File: src/rtl/muldiv_ctrl.sv
// muldiv_ctrl: multi-cycle sequencer for the EX-stage mult/div path.
//
// Runs a radix-2 shift-add multiply (ALU code 4'b1010) or a restoring divide
// (ALU code 4'b1011) over WIDTH cycles. It owns the HI/LO registers and stalls
// the pipeline while a HI/LO result is pending.
//
// Configuration macro: MULDIV_SIGNED_EN
//   defined   -> signed mult/div. The iteration runs on operand magnitudes and
//                the sign is fixed up when HI/LO are written.
//   undefined -> unsigned multu/divu, with no sign logic.
//
// Ports:
//   clk         in   rising-edge clock
//   reset_n     in   synchronous, active-low reset
//   start       in   EX holds a mult/div instruction this cycle
//   alucontrol  in   4'b1010 = mult, 4'b1011 = div, other codes ignored
//   srca        in   multiplicand / dividend
//   srcb        in   multiplier / divisor
//   hilo_rd     in   mfhi/mflo in EX
//   flush       in   kill the in-flight operation, or block a new start
//   busy        out  state is MUL or DIV
//   stall       out  busy & (start | hilo_rd), combinational
//   done        out  one-cycle pulse, HI/LO were written on the previous edge
//   hi, lo      out  HI/LO registers
//   dbg_state   out  current FSM state (IDLE=0, MUL=1, DIV=2, DONE=3)
//
// Handshake: start is the request. Start is accepted on a rising edge when the
// FSM is in IDLE or DONE, flush is low and the code is mult or div. While
// busy, stall is high and the pipeline must hold the instruction (start stays
// asserted) until the DONE cycle, when it is accepted.
module muldiv_ctrl #(
    parameter int WIDTH = 32
) (
    input  logic             clk,
    input  logic             reset_n,
    input  logic             start,
    input  logic [3:0]       alucontrol,
    input  logic [WIDTH-1:0] srca,
    input  logic [WIDTH-1:0] srcb,
    input  logic             hilo_rd,
    input  logic             flush,
    output logic             busy,
    output logic             stall,
    output logic             done,
    output logic [WIDTH-1:0] hi,
    output logic [WIDTH-1:0] lo,
    output logic [1:0]       dbg_state
);

    localparam int CW = (WIDTH > 1) ? $clog2(WIDTH) : 1;
    localparam logic [CW-1:0] LAST = CW'(WIDTH - 1);
    localparam logic [3:0] OP_MULT = 4'b1010;
    localparam logic [3:0] OP_DIV  = 4'b1011;

    typedef enum logic [1:0] {
        S_IDLE = 2'd0,
        S_MUL  = 2'd1,
        S_DIV  = 2'd2,
        S_DONE = 2'd3
    } state_t;

    state_t               state_q, state_d;
    logic [CW-1:0]        count_q, count_d;
    logic [2*WIDTH-1:0]   acc_q, acc_d;     // {partial product, multiplier}
    logic [WIDTH-1:0]     mcand_q, mcand_d;
    logic [WIDTH:0]       rem_q, rem_d;
    logic [WIDTH-1:0]     quo_q, quo_d;     // dividend bits out at top, quotient bits in at bottom
    logic [WIDTH-1:0]     dvsr_q, dvsr_d;
    logic [WIDTH-1:0]     hi_q, hi_d;
    logic [WIDTH-1:0]     lo_q, lo_d;

    logic [WIDTH-1:0]     mag_a, mag_b;
    logic                 accept;
    logic [WIDTH:0]       mul_sum;
    logic [2*WIDTH-1:0]   mul_next;
    logic [WIDTH:0]       rem_sh, rem_sub, rem_next;
    logic                 div_ge;
    logic [WIDTH-1:0]     quo_next;
    logic [2*WIDTH-1:0]   prod_res;
    logic [WIDTH-1:0]     quo_res, rem_res;

`ifdef MULDIV_SIGNED_EN
    logic                 neg_q, neg_d;     // sa ^ sb
    logic                 rneg_q, rneg_d;   // remainder follows the dividend sign
    logic                 dvz_q, dvz_d;     // divide by zero
    logic [WIDTH-1:0]     srca_q, srca_d;   // raw dividend for the divide-by-zero result

    assign mag_a = srca[WIDTH-1] ? (-srca) : srca;
    assign mag_b = srcb[WIDTH-1] ? (-srcb) : srcb;
`else
    assign mag_a = srca;
    assign mag_b = srcb;
`endif

    assign accept = ((state_q == S_IDLE) || (state_q == S_DONE)) && start && !flush &&
                    ((alucontrol == OP_MULT) || (alucontrol == OP_DIV));

    // Shift-add step: the add keeps its carry in bit WIDTH, then the whole
    // 2*WIDTH+1 value shifts right by one.
    assign mul_sum  = {1'b0, acc_q[2*WIDTH-1:WIDTH]} +
                      {1'b0, mcand_q & {WIDTH{acc_q[0]}}};
    assign mul_next = {mul_sum, acc_q[WIDTH-1:1]};

    // Restoring divide step, dividend MSB first.
    assign rem_sh   = {rem_q[WIDTH-1:0], quo_q[WIDTH-1]};
    assign div_ge   = (rem_sh >= {1'b0, dvsr_q});
    assign rem_sub  = rem_sh - {1'b0, dvsr_q};
    assign rem_next = div_ge ? rem_sub : rem_sh;
    assign quo_next = {quo_q[WIDTH-2:0], div_ge};

    // With a zero divisor every step subtracts nothing and sets a quotient
    // bit, so the unsigned result is naturally lo=all ones, hi=dividend.
`ifdef MULDIV_SIGNED_EN
    always_comb begin
        prod_res = neg_q ? (-mul_next) : mul_next;
        quo_res  = neg_q ? (-quo_next) : quo_next;
        rem_res  = rneg_q ? (-rem_next[WIDTH-1:0]) : rem_next[WIDTH-1:0];
        if (dvz_q) begin
            quo_res = '1;
            rem_res = srca_q;
        end
    end
`else
    always_comb begin
        prod_res = mul_next;
        quo_res  = quo_next;
        rem_res  = rem_next[WIDTH-1:0];
    end
`endif

    always_comb begin
        state_d = state_q;
        count_d = count_q;
        acc_d   = acc_q;
        mcand_d = mcand_q;
        rem_d   = rem_q;
        quo_d   = quo_q;
        dvsr_d  = dvsr_q;
        hi_d    = hi_q;
        lo_d    = lo_q;
`ifdef MULDIV_SIGNED_EN
        neg_d   = neg_q;
        rneg_d  = rneg_q;
        dvz_d   = dvz_q;
        srca_d  = srca_q;
`endif
        case (state_q)
            S_IDLE, S_DONE: begin
                state_d = S_IDLE;
                if (accept) begin
                    state_d = (alucontrol == OP_MULT) ? S_MUL : S_DIV;
                    count_d = '0;
                    // Both datapaths are loaded; only the selected one iterates.
                    mcand_d = mag_a;
                    acc_d   = {{WIDTH{1'b0}}, mag_b};
                    rem_d   = '0;
                    quo_d   = mag_a;
                    dvsr_d  = mag_b;
`ifdef MULDIV_SIGNED_EN
                    neg_d   = srca[WIDTH-1] ^ srcb[WIDTH-1];
                    rneg_d  = srca[WIDTH-1];
                    dvz_d   = (srcb == '0);
                    srca_d  = srca;
`endif
                end
            end
            S_MUL: begin
                if (flush) begin
                    state_d = S_IDLE;
                end else begin
                    acc_d   = mul_next;
                    count_d = count_q + 1'b1;
                    if (count_q == LAST) begin
                        state_d = S_DONE;
                        count_d = '0;
                        hi_d    = prod_res[2*WIDTH-1:WIDTH];
                        lo_d    = prod_res[WIDTH-1:0];
                    end
                end
            end
            S_DIV: begin
                if (flush) begin
                    state_d = S_IDLE;
                end else begin
                    rem_d   = rem_next;
                    quo_d   = quo_next;
                    count_d = count_q + 1'b1;
                    if (count_q == LAST) begin
                        state_d = S_DONE;
                        count_d = '0;
                        hi_d    = rem_res;
                        lo_d    = quo_res;
                    end
                end
            end
            default: state_d = S_IDLE;
        endcase
    end

    always_ff @(posedge clk) begin
        if (!reset_n) begin
            state_q <= S_IDLE;
            count_q <= '0;
            acc_q   <= '0;
            mcand_q <= '0;
            rem_q   <= '0;
            quo_q   <= '0;
            dvsr_q  <= '0;
            hi_q    <= '0;
            lo_q    <= '0;
`ifdef MULDIV_SIGNED_EN
            neg_q   <= 1'b0;
            rneg_q  <= 1'b0;
            dvz_q   <= 1'b0;
            srca_q  <= '0;
`endif
        end else begin
            state_q <= state_d;
            count_q <= count_d;
            acc_q   <= acc_d;
            mcand_q <= mcand_d;
            rem_q   <= rem_d;
            quo_q   <= quo_d;
            dvsr_q  <= dvsr_d;
            hi_q    <= hi_d;
            lo_q    <= lo_d;
`ifdef MULDIV_SIGNED_EN
            neg_q   <= neg_d;
            rneg_q  <= rneg_d;
            dvz_q   <= dvz_d;
            srca_q  <= srca_d;
`endif
        end
    end

    assign busy      = (state_q == S_MUL) || (state_q == S_DIV);
    assign stall     = busy && (start || hilo_rd);
    assign done      = (state_q == S_DONE);
    assign hi        = hi_q;
    assign lo        = lo_q;
    assign dbg_state = state_q;

endmodule

File: config.mk
export PLATFORM = sky130hd
export DESIGN_NAME = muldiv_ctrl
export DESIGN_NICKNAME = d
export VERILOG_FILES = /design/src/rtl/muldiv_ctrl.sv
export SDC_FILE = /design/constraint.sdc
export NUM_CORES = 1
export LEC_CHECK = 0
export CORE_MARGIN = 2
export CORE_UTILIZATION = 58
export CTS_CLUSTER_SIZE = 28
export DETAILED_ROUTE_END_ITERATION = 6
export PLACE_DENSITY = 0.78
export SLEW_MARGIN = 20
export SYNTH_ARGS = -nofsm -noshare
export SYNTH_HDL_FRONTEND = slang
export SYNTH_SLANG_ARGS = --single-unit
File: constraint.sdc
create_clock -name clk -period 3.6 [get_ports clk]
set_input_delay 0.72 -clock clk [delete_from_list [all_inputs] [get_ports clk]]
set_output_delay 0.72 -clock clk [all_outputs]
set_load 0.1 [all_outputs]
**Yosys cells after proc, flatten, opt, wreduce, memory -nomap -nowiden**

Cells that the tools add are included.

- Bits in registers: 263
- Latch bits: 0
- RAM bits: 0
- Memory bits (read-only): 0
- Input bits: 73
- Output and inout port bits: 69
- Logic and storage cells: 76
- Memories kept: 0

- Add/subtract/negate cells: 3
- $mul: 0
- Div/mod/pow operators: 0
- $lt $le $gt $ge: 1
- Equal/unequal tests: 13
- Shift-type cells: 0
- Mux-type cells: 29
- Bitwise logic cells: 1
- Reductions and logical operators: 20

Operators by type and width:

| kind | number |
|---|---|
| two-way mux 32 bit | 13 |
| one-hot mux 32 bit (2 select lines) | 4 |
| two-way mux 64 bit | 2 |
| one-hot mux 64 bit (2 select lines) | 1 |
| adder 32 x 32 -> 33 bit | 1 |
| >= comparator 33 x 32 -> 1 bit | 1 |
| bitwise AND 32 bit | 1 |
| subtractor 32 bit | 1 |
| two-way mux 5 bit | 3 |
| != test 2 bit, second input constant | 6 |
| one-hot mux 5 bit (2 select lines) | 1 |
| equality test 4 bit, second input constant | 2 |
| two-way mux 2 bit | 4 |
| AND reduction 3 bit | 2 |
| nonzero test 2 bit | 3 |
| adder 5 x 1 -> 5 bit, second input constant | 1 |
| equality test 5 bit, second input constant | 1 |
| AND reduction 5 bit | 1 |
| equality test 2 bit, second input constant | 2 |
| logical AND 1 bit | 4 |
| logical OR 1 bit | 4 |
| one-hot mux 2 bit (2 select lines) | 1 |
| AND reduction 2 bit | 2 |
| OR reduction 2 bit | 2 |
| other kinds (4) | 4 |

**Logic depth before layout (Yosys ltp)**

- Depth in word-level cells: 7
- Mapped depth: 15
- Mapped depth without buffers: 14

**Worst setup path before layout**

Ideal clock, no wire load.

- Kind: register to register
- From: register state_q[0], in the netlist dbg_state[0]
- To: register quo_q[11]
- Setup time: 0.137 ns
- Arrival: 3.460 ns
- Required time: 3.463 ns
- Setup slack: 0.002 ns
- Stages on the path, launching flop included: 10
- Path buffers: 3
- Period minus slack after synthesis: 3.598 ns
- Cells stage by stage: dfxtp_1 -> inv_1 -> ha_1 -> clkbuf_1 -> inv_1 -> nand2_1 -> o21ai_1 -> clkbuf_1 -> buf_1 -> a211oi_1

- Longest elaborated chain between the ends: 7
- Elaborated cells between the ends (all ways): 13
- Classes of those cells: 4 x eq/ne; 1 x mux; 8 x reduce/logical

RTL lines:

| item | RTL line | source |
|---|---|---|
| start: declaration | 62 | `state_t state_q, state_d;` |
| start signal: assignment | 218 | `state_q <= state_d;` |
| equality test 2 bit or zero test 2 bit (tied branches) | 95, 147 |  |
| logical OR 1 bit | 95 | `assign accept = ((state_q == S_IDLE) \|\| (state_q == S_DONE)) && start && !flush &&` |
| logical AND 1 bit (3 in a row) | 95 |  |
| != test 2 bit (no source line) | n/a |  |
| AND reduction 3 bit (no source line) | n/a |  |
| end signal: assignment | 223 | `quo_q <= quo_d;` |
| end: declaration | 67 | `logic [WIDTH-1:0] quo_q, quo_d;` |

Several ways; a longest one is shown, not always the timed one.
A chain may end at the register's enable or synchronous reset.

**Worst setup path in the final report**

- From: register dvsr_q[27]
- To: register hi_q[11], in the netlist hi[11]

- Longest elaborated chain between the ends: 5

RTL lines:

| item | RTL line | source |
|---|---|---|
| start: declaration | 68 | `logic [WIDTH-1:0] dvsr_q, dvsr_d;` |
| start signal: assignment | 224 | `dvsr_q <= dvsr_d;` |
| >= comparator 33 x 32 -> 1 bit | 106 | `assign div_ge = (rem_sh >= {1'b0, dvsr_q});` |
| two-way mux 32 bit | 108 | `assign rem_next = div_ge ? rem_sub : rem_sh;` |
| two-way mux 32 bit | 188 | `if (count_q == LAST) begin` |
| two-way mux 32 bit | 182 | `if (flush) begin` |
| one-hot mux 32 bit (2 select lines) | 147 | `case (state_q)` |
| end signal: assignment | 225 | `hi_q <= hi_d;` |
| end: declaration | 69 | `logic [WIDTH-1:0] hi_q, hi_d;` |

Every way passes these cells. The select of a mux whose other input is x is not followed.

==> results by group <==
Run status
  • Status: complete, no violations

Cells and area
  • Share of layout cells above drive strength 1: 7.030%
  • Most frequent cells in the layout: 262 x dfxtp_1, 248 x nand2_1, 201 x nor2_1
  • N_diodes: 0
  • Post-layout nets: 2,013
  • Most common cell after layout, fill and taps aside: dfxtp_1
  • Util after Layout: 70.43%
  • P&R area growth vs syn: 19.45%
  • Finished Cell Area: 17,080 sq um

Timing
  • Final hold vios: 0
  • Slew HR: 28.99%
  • Final Slew Violations: 0
  • Final setup violation count: 0
  • Sum Neg Setup Slack: 0 ps
  • Final hold slack: 456.1 ps
  • Final worst clock skew: 10.63 ps
  • Final period util: 95.12%
  • Least-Margin Pin Slew: 1062 ps
  • Final min period: 3424 ps
  • RSZ-0062 raised after global routing: false
  • F_max: 0.2920 GHz

Yosys
  • Xor/xnor share of the synthesized area: 3.124%
  • Largest family of logic cells by synthesized area: compound AO/OA/AOI/OAI gates
  • Post-synthesis compound-gate area fraction: 24.14%
  • FFs w/ async S/R, synth: 0%
  • Syn Nets: 1,923
  • Sequential element share of the synthesized area: 36.83%
  • YS warnings: 0
  • EDFF count, synth: 0
  • Syn Area/Cell: 8.037 sq um
  • Adder-cell share of the synthesized area: 6.318%
  • Synthesized area: 14,300 sq um
  • Mux cell area share after synthesis: 7.158%
  • Synth cell types: 76
  • Synth Area in Simple Gates: 17.66%
  • Main synth FF type: dfxtp_1
  • Synthesis-stage register bit count: 263
  • Synthesized netlist cell count: 1,779

Detailed routing
  • Vias: 13,531
  • Drt pass-1 iters: 5
  • DRC Markers: 0
  • Number of DRC markers in iteration 0: 1,091
  • Post-Route WL: 46,390 microns
  • Routed Antenna Nets: 0
  • Routed WL per cell: 20.93 microns
  • Vias/cell: 6.106

Clocking
  • Cts hold-fix bufs: 0
  • Worst-path clk slew: 60 ps
  • Worst-case clock buffer depth: 3
  • TritonCTS buffer count: 29
  • Clock sink count: 263
  • Clock root cell: clkbuf_16
  • TritonCTS clock tree: done
  • CTS H-tree lvls: 1
  • Clock latency on the worst-skew pair: 560 ps

Global route
  • Routing usage on met2: 55.72%
  • GRT met3 Usage: 6.189%
  • GRT Max-Usage Layer: met2
  • Initial antenna violation count: 1
  • GR Layer Usage met1: 47.24%
  • Vias in the first global route: 12,599
  • Largest net degree at the start of global routing: 91
  • Grt ovf: 0
  • First-pass GRT wire length: 70,960 microns
  • GRT Total Usage: 34.98%

Critical path
  • Critical path, cell by cell: inv_1 > ha_1 > nand3_1 > nor2_1 > a41oi_1 > o211ai_1 > a21boi_0 > o21a_1 > buf_4 > o21ai_0 > a21oi_1 > nor2_1
  • Critical path depth: 12
  • CP endpoint kind: flip-flop
  • Worst path required time: 4040 ps
  • CP startpoint kind: flip-flop
  • Critical Path Source: dvsr_q[27]
  • Worst setup path category: flip-flop to flip-flop
  • Reg2reg setup slack: 180 ps
  • R2R cell count: 12
  • Delay-heaviest family, CP: compound AO/OA/AOI/OAI gates
  • Largest stage delay, worst path: 430 ps
  • Crit-path most repeated cell: nor2_1
  • CP max stage cell: o21a_1
  • Crit path to: hi[11]
  • Crit-path max FO: 14
  • Critical Path AT: 3860 ps
  • Critical R2R Capture: hi[11]
  • R2R Path Start: dvsr_q[27]
  • WP buf/inv: 2

Place
  • Port Buffer Count: 141
  • DP Area: 16,040 sq um
  • GPL Wtd Cong: 0.9397
  • Hpwl dp: 34,230 microns

Pwr
  • Pwr Density: 397.6 nW/um^2
  • Design Power: 6.790 mW
  • Lkg Pwr: 6.204 nW
  • Worst vdd ir: 0.3704 mV

Floorplan
  • I/O pin cnt: 142
  • # rows: 57
  • Die Y: 161.0 microns
  • Horiz. Die Dim: 161.0 microns
  • Die area: 25,920 sq um
  • Core ar.: 24,250 sq um
  • Initial Util: 58.96%

Worst hold path
  • Min-Delay Path Class: flip-flop to flip-flop

Job
  • MaxCap Viol Count: 0
==> per-layer routing <==
metal / vias to the layer above / routed length (microns)
met3: 100 / 3782
met4: 0 / 2035
met2: 574 / 20760
met1: 6367 / 19810
li1: 6490 / -
met5: - / 0
==> area by class of cell <==
cell class	count	area, sq um
Clock inverter	17	226.5
Sequential cell	263	5266
Inverter	54	207.7
Tap cell	324	405.4
Clock buffer	37	795.8
Fill cell	2022	7169
Multi-Input combinational cell	1343	8408
Timing Repair Buffer	178	1769
==> Yosys cell counts (all sizes together) (9+ instances only) <==
cell | number | area [sq um]
clkbuf | 101 | 380.4
nand4 | 9 | 56.30
and2 | 35 | 221.5
dfxtp | 263 | 5265
nand3 | 38 | 195.2
a22oi | 25 | 187.7
xor2 | 15 | 131.4
a31oi | 9 | 77.57
nor3 | 15 | 80.08
a21oi | 203 | 1039
nor2 | 202 | 760.7
mux2i | 100 | 1001
o211ai | 11 | 82.58
buf | 18 | 100.1
o21a | 11 | 82.58
a21o | 30 | 225.2
inv | 52 | 195.2
xnor2 | 36 | 315.3
a211oi | 101 | 758.2
ha | 69 | 863.3
o21ai | 81 | 424.2
nand2 | 249 | 934.7
==> metrics by stage <==
step	cells	setup slack, ps
2_1_floorplan	1779	2.029
3_3_place_gp	2161	241.3
3_5_place_dp	2161	143.3
4_1_cts	2215	112.2
5_1_grt	2216	2.077
6_report	2216	175.8
==> flip-flops by register name, summed over array words and instances, names as in the netlist, 5 cells and up <==
signal   flops
acc_q       64
mcand_q     32
dvsr_q      32
hi          32
quo_q       32
rem_q       32
count_q      5
lo          32
==> cells by family (layout without fill, tap and decap cells) <==
group | count (synthesis) | in the layout
compound gates | 531 | 531
mux | 102 | 102
xor+xnor | 51 | 51
buf+inv | 173 | 286
flops | 263 | 263
fa+ha+maj | 71 | 71
simple gates | 588 | 588
==> worst min path at each step <==
stage	from	endpoint	slack [ps]	cells after the start
2_1_floorplan	mcand_q[0]	mcand_q[0]	430	2
3_3_place_gp	mcand_q[25]	mcand_q[25]	440	2
3_5_place_dp	lo[0]	lo[0]	450	2
4_1_cts	dvsr_q[30]	dvsr_q[30]	460	2
5_1_grt	mcand_q[27]	mcand_q[27]	480	2
6_report	dvsr_q[30]	dvsr_q[30]	460	2
==> tightest hold or removal path, stage by stage, from the launching register on <==
cell	delay (ps)
dfxtp_1	310
nand2_1	50
a21oi_1	50
==> repair_timing <==
action | CTS | global route
endpoints found under the setup margin | 0 | 24
setup buffers | 0 | 1
resized for setup | 0 | 2
==> power by group <==
part | switching, mW | leakage, nW | total, mW | internal (mW)
sequential | 0.0252 | 2.12 | 2.96 | 2.94
combinational | 0.380 | 3.58 | 0.636 | 0.255
clock | 1.27 | 0.502 | 3.19 | 1.92
No activity file was read; power rests on OpenSTA's default activity.
